**src/rtl/instruction_window_rs.sv**
```systemverilog
// Instruction window / reservation station: DEPTH entries, age-ordered, whole window exposed.
// Latency: an accepted enqueue is visible one cycle after the accepting edge; retire and flush take effect at the edge.
// Backpressure: enq_ready = !full, taken from registered state only; an offer while full is dropped and flagged on enq_drop.
module instruction_window_rs #(
  parameter int DEPTH = 8,
  parameter int OP_W  = 2,
  parameter int REG_W = 2,
  parameter int CNT_W = $clog2(DEPTH + 1),
  localparam int INSTR_W = OP_W + 3 * REG_W
) (
  input  logic                       clk,
  input  logic                       reset,
  input  logic                       enq_valid,
  output logic                       enq_ready,
  input  logic [INSTR_W-1:0]         enq_instr,
  input  logic [DEPTH-1:0]           retire_mask,
  input  logic                       flush,
  output logic [DEPTH*INSTR_W-1:0]   instr_flat_out,
  output logic [DEPTH-1:0]           valid_bits,
  output logic [DEPTH-1:0]           oldest_onehot,
  output logic [CNT_W-1:0]           count,
  output logic                       full,
  output logic                       empty,
  output logic                       enq_drop
);

  localparam int IDX_W = (DEPTH > 1) ? $clog2(DEPTH) : 1;

  // older_q[i][j] = 1 means entry i was enqueued before entry j
  logic [INSTR_W-1:0] instr_q [DEPTH];
  logic [INSTR_W-1:0] instr_d [DEPTH];
  logic [DEPTH-1:0]   older_q [DEPTH];
  logic [DEPTH-1:0]   older_d [DEPTH];
  logic [DEPTH-1:0]   valid_q, valid_d;
  logic [CNT_W-1:0]   count_q, count_d;
  logic               enq_drop_q, enq_drop_d;

  logic [DEPTH-1:0]   retiring;
  logic [CNT_W-1:0]   ret_cnt;
  logic [IDX_W-1:0]   free_idx;
  logic               transfer;

  assign full      = (count_q == CNT_W'(DEPTH));
  assign empty     = (count_q == '0);
  assign enq_ready = !full;
  assign transfer  = enq_valid && enq_ready;
  assign valid_bits = valid_q;
  assign count      = count_q;
  assign enq_drop   = enq_drop_q;

  // Effective retire set, its popcount, and the lowest slot free at the start of the cycle
  always_comb begin
    retiring = retire_mask & valid_q;
    ret_cnt  = '0;
    free_idx = '0;
    for (int i = 0; i < DEPTH; i++) begin
      ret_cnt = ret_cnt + CNT_W'(retiring[i]);
    end
    for (int i = DEPTH - 1; i >= 0; i--) begin
      if (!valid_q[i]) free_idx = IDX_W'(i);
    end
  end

  // Next state: retire, then enqueue into the free slot as the youngest entry; flush overrides everything
  always_comb begin
    valid_d    = valid_q & ~retiring;
    instr_d    = instr_q;
    older_d    = older_q;
    count_d    = count_q - ret_cnt;
    enq_drop_d = enq_valid && !enq_ready;
    if (transfer) begin
      valid_d[free_idx] = 1'b1;
      instr_d[free_idx] = enq_instr;
      older_d[free_idx] = '0;
      for (int j = 0; j < DEPTH; j++) begin
        if (j != int'(free_idx)) older_d[j][free_idx] = valid_q[j] && !retiring[j];
      end
      count_d = count_d + CNT_W'(1);
    end
    if (flush) begin
      valid_d    = '0;
      instr_d    = instr_q;
      count_d    = '0;
      enq_drop_d = 1'b0;
      for (int i = 0; i < DEPTH; i++) older_d[i] = '0;
    end
  end

  // Oldest entry: valid and not preceded by any other valid entry
  always_comb begin
    oldest_onehot = valid_q;
    for (int i = 0; i < DEPTH; i++) begin
      for (int j = 0; j < DEPTH; j++) begin
        if (valid_q[j] && older_q[j][i]) oldest_onehot[i] = 1'b0;
      end
    end
  end

  // Flatten the stored entries, entry i at bits [i*INSTR_W +: INSTR_W]
  always_comb begin
    instr_flat_out = '0;
    for (int i = 0; i < DEPTH; i++) begin
      instr_flat_out[i*INSTR_W +: INSTR_W] = instr_q[i];
    end
  end

  // State registers; reset discards everything immediately
  always_ff @(posedge clk or posedge reset) begin
    if (reset) begin
      valid_q    <= '0;
      count_q    <= '0;
      enq_drop_q <= 1'b0;
      for (int i = 0; i < DEPTH; i++) begin
        instr_q[i] <= '0;
        older_q[i] <= '0;
      end
    end else begin
      valid_q    <= valid_d;
      count_q    <= count_d;
      enq_drop_q <= enq_drop_d;
      instr_q    <= instr_d;
      older_q    <= older_d;
    end
  end

endmodule

```
**config.mk**
```make
export PLATFORM = sky130hd
export DESIGN_NAME = instruction_window_rs
export DESIGN_NICKNAME = d
export VERILOG_FILES = /design/src/rtl/instruction_window_rs.sv
export SDC_FILE = /design/constraint.sdc
export NUM_CORES = 1
export LEC_CHECK = 0
export ABC_CLOCK_PERIOD_IN_PS = 5300
export CORE_ASPECT_RATIO = 0.5
export CORE_UTILIZATION = 52
export CTS_CLUSTER_DIAMETER = 200
export DETAILED_ROUTE_END_ITERATION = 12
export HOLD_SLACK_MARGIN = 0.08
export PLACE_DENSITY = 0.85
export SYNTH_ARGS = -nofsm -noshare
export SYNTH_HDL_FRONTEND = slang
export SYNTH_SLANG_ARGS = --single-unit
```
**constraint.sdc**
```tcl
create_clock -name clk -period 5.3 [get_ports clk]
set_clock_uncertainty 0.05 [all_clocks]
set_input_delay 0.53 -clock clk [delete_from_list [all_inputs] [get_ports clk]]
set_output_delay 0.53 -clock clk [all_outputs]
set_load 0.01 [all_outputs]
```
==> summary.txt <==
Logic synthesis
  • Top post-synthesis cells by area: dfrtp_1, mux2_2, a22o_1, o21ai_0, fa_1
  • Yosys Warn Count: 0
  • Mapped Cells: ~530
  • Register area share after synthesis: between 50% and 60%
  • Mux cell area share after synthesis: 11.61%
  • Synth Area in Compound Gates: ~17%
  • Post-Syn Area: approximately 6500 um^2
  • Synth Area in XOR/XNOR: less than 1%
  • EDFF count, synth: 0
  • Main combinational cell family by area after synthesis: compound AO/OA/AOI/OAI gates
  • FF+latch count, synth: ~140
  • Post-synthesis simple-gate area fraction: a little under a tenth
  • Syn Area/Cell: 12.31 um^2
  • Distinct cells, synth: between 50 and 60
  • Asr flop ratio synth: 100.0%
  • Net count of the mapped netlist: 560
  • Post-synth top flop: dfrtp_1
  • Synth top area share: between 50% and 60%
  • Synth area leader: dfrtp_1
  • Synth Area in Adders: ~3.8%

Routing
  • Via Count: roughly 5000
  • DRC Markers: 0
  • Routed wire length: around 18000 um
  • Post-DR wirelength/cell: between 20 and 25 um
  • Initial DRC Count: 533
  • Via/cell ratio: roughly 6.2
  • Routed Antenna Nets: 0
  • TritonRoute pass-1 iters: 7

Power
  • Static Leak: ~3.7 nW
  • Pint: between 0.002 and 0.0025 W
  • Switching share of power: between 20% and 30%
  • Peak supply drop: 0.2392 mV
  • PwrDens: 353.0 nW/um^2
  • Switching power: approximately 0.00085 W
  • Sequential Power Share: 41.4%
  • Comb pwr share: a little over a fifth
  • Clock share of power: a little under two fifths

Worst setup path
  • Crit path DAT: approximately 4.7 ns
  • CP Capture Type: flip-flop
  • Critical Path Most Common Cell: fa_1
  • CP startpoint kind: flip-flop
  • Crit-path leading delay family: adder cells
  • Kind of critical path: reg2reg
  • CP peak stage delay: roughly 0.6 ns
  • Req. time, crit path: 5.51 ns
  • Cells traversed along the worst timing path: and2_1 > fa_1 > fa_1 > inv_1 > fa_1 > inv_1 > fa_1 > inv_1 > ha_1 > nor4b_1 > o211ai_1 > xnor2_1 > xnor2_1 > nor2_1
  • Slowest cell on crit path: dfrtp_1
  • Crit path buffers/inverters: 3
  • Worst-path maximum fanout: 15

Die
  • Core area: between 10000 and 15000 um^2
  • Total die area: approximately 13000 um^2
  • Ports: around 110
  • Die height: about 81 um
  • Starting Density: 54.11%
  • Die W: ~160 um
  • Site Rows: 28

Run status
  • Status: completed

CTS
  • Clock transition at path regs: 0.06 ns
  • Clock latency on the worst-skew pair: between 0.4 and 0.5 ns
  • CTS tree: done
  • Cts bufs inserted: 17
  • Resize count post-CTS: 0
  • H-tree depth: 4
  • Setup Fix Bufs, Post-CTS: 0
  • Root Driver: clkbuf_16
  • CTS Hold Bufs: 0
  • Clk buf depth: 2
  • Clock sinks: 141

Timing
  • Final Hold Viols: 0
  • Minimum clock period: 4.443 ns
  • Setup WS post-layout: ~0.86 ns
  • FMAX: 225.1 MHz
  • Period utilization: a little over four fifths
  • TNS Setup: 0 ns
  • Unrepaired setup endpoints after global routing: false
  • Final setup vio count: 0
  • Slew Viols, Final: 0
  • Slew headroom: under 10%
  • Worst-Margin Slew: about 1.4 ns

Final layout
  • Ant. Diodes: 0
  • Area Growth Syn to Fin: 26.95%
  • Share of layout cells above drive strength 1: around 17%
  • NumNets Final: 665

GRT
  • First-pass GRT wire length: 28270 um
  • Largest net degree at the start of global routing: approximately 110
  • Number of global-route vias before repair: between 5000 and 6000
  • All-layer global routing usage: 29.39%
  • GRT overflow: 0
  • Initial antenna violation count: 0

Place
  • IO buf count: about 110
  • Placed wire-length estimate: 11690 um
  • Place WS: 0.6353 ns
  • Routability Congestion: 0.8740

Worst hold path
  • Hold Crit Class: reg2reg

Job
  • Max Cap Viol: 0
==> synth_stat cells (all sizes together), types with 7 or more instances <==
master	number
and3	9
fa	8
dfrtp	141
clkbuf	19
nand2	27
buf	10
o21ai	39
nor2	21
a22oi	16
and2	7
a32o	9
a22o	44
ha	7
mux2	64
nand2b	15
inv	20
==> through the flow <==
step / utilization [%] / area, um^2 / hold WS (ns) / instances / power [W]
after floorplan: - / 6464 / 0.3935 / 525 / 0.001552
after global placement: 64.28 / 7679 / 0.4154 / 776 / 0.001796
after detailed placement: 64.28 / 7679 / 0.4307 / 776 / 0.001833
after CTS: 68.68 / 8205 / 0.4473 / 807 / 0.002897
after global routing: 68.68 / 8205 / 0.4680 / 807 / 0.003012
final: 68.68 / 8205 / 0.4468 / 807 / 0.002896
==> state kept, by name, summed over array words and instances (netlist names) <==
signal / cells
count: 4
enq_drop: 1
instr_flat_out: 64
older_q: 64
valid_bits: 8
==> layout by cell type (no fill, tap or decap), types with 2 or more instances in the layout <==
master           instances
dfrtp_1                141
clkdlybuf4s50_1        107
mux2_2                  56
a22o_1                  44
o21ai_0                 39
nand2_1                 26
nor2_1                  19
inv_1                   18
clkbuf_16               17
a22oi_1                 16
nand2b_1                15
a32o_1                   9
and3_1                   9
mux2_4                   8
fa_1                     8
buf_4                    8
and2_1                   7
ha_1                     7
a21boi_0                 6
a21oi_1                  6
nand3b_1                 6
a221oi_1                 6
clkinvlp_4               5
clkinv_4                 5
clkinv_2                 4
a31oi_1                  3
a2111oi_0                3
nor3b_1                  3
nor3_1                   3
nor2b_1                  3
xnor2_1                  3
xor2_1                   3
nand3_1                  2
o22ai_1                  2
==> final cells by class <==
cell class | instances | area [um^2]
clock buffers | 17 | 425.4
clock inverters | 14 | 101.3
fillers | 820 | 3741
inverters | 20 | 80.08
multi-input cells | 335 | 2733
flip-flops and latches | 141 | 3528
well taps | 165 | 206.4
repair buffers | 115 | 1131
==> worst paths after layout <==
| kind | start | end | slack (ns) | cells past startpoint |
|---|---|---|---|---|
| setup / recovery | valid_bits[6]$_DFF_PP0_ | count[3]$_DFF_PP0_ | 0.86 | 14 |
| hold / removal | older_q[46]$_DFFE_PP0P_ | older_q[46]$_DFFE_PP0P_ | 0.45 | 1 |
| setup reg to reg | valid_bits[6]$_DFF_PP0_ | count[3]$_DFF_PP0_ | 0.86 | 14 |
| hold reg to reg | older_q[46]$_DFFE_PP0P_ | older_q[46]$_DFFE_PP0P_ | 0.45 | 1 |
| max in group asynchronous | reset | older_q[6]$_DFFE_PP0P_ | 3.50 | 3 |
| min in group asynchronous | reset | instr_flat_out[47]$_DFFE_PP0P_ | 0.64 | 2 |
==> power groups by stage <==
stage	Combinational (W)	Clock (W)	Sequential (W)
CTS	0.000630	0.00107	0.00120
global placement	0.000587	0	0.00121
finish	0.000629	0.00107	0.00120
floorplan	0.000310	0	0.00124
global route	0.000688	0.00112	0.00121
detailed placement	0.000618	0	0.00122
==> worst reg2reg max path, cell delays in order, from the launching register on <==
cell and delay, ns:
dfrtp_1 0.61, and2_1 0.30, fa_1 0.46, fa_1 0.52, inv_1 0.05, fa_1 0.49, inv_1 0.07, fa_1 0.54
inv_1 0.05, ha_1 0.32, nor4b_1 0.30, o211ai_1 0.14, xnor2_1 0.19, xnor2_1 0.14, nor2_1 0.07
==> per-layer routing <==
layer / vias to the layer above / track usage [%] / wire, um
li1: 2142 / - / -
met2: 327 / 46.64 / 8589
met4: 0 / 14.71 / 531
met3: 57 / 10.16 / 1940
met1: 2505 / 36.52 / 7070
met5: - / 0 / 0
==> cell families after synthesis <==
| family | count (synthesis) |
|---|---|
| compound gates | 146 |
| xor+xnor | 6 |
| fa+ha+maj | 15 |
| buf+inv | 49 |
| flops | 141 |
| mux | 64 |
| simple gates | 104 |
(Power assumes the default switching activity.)
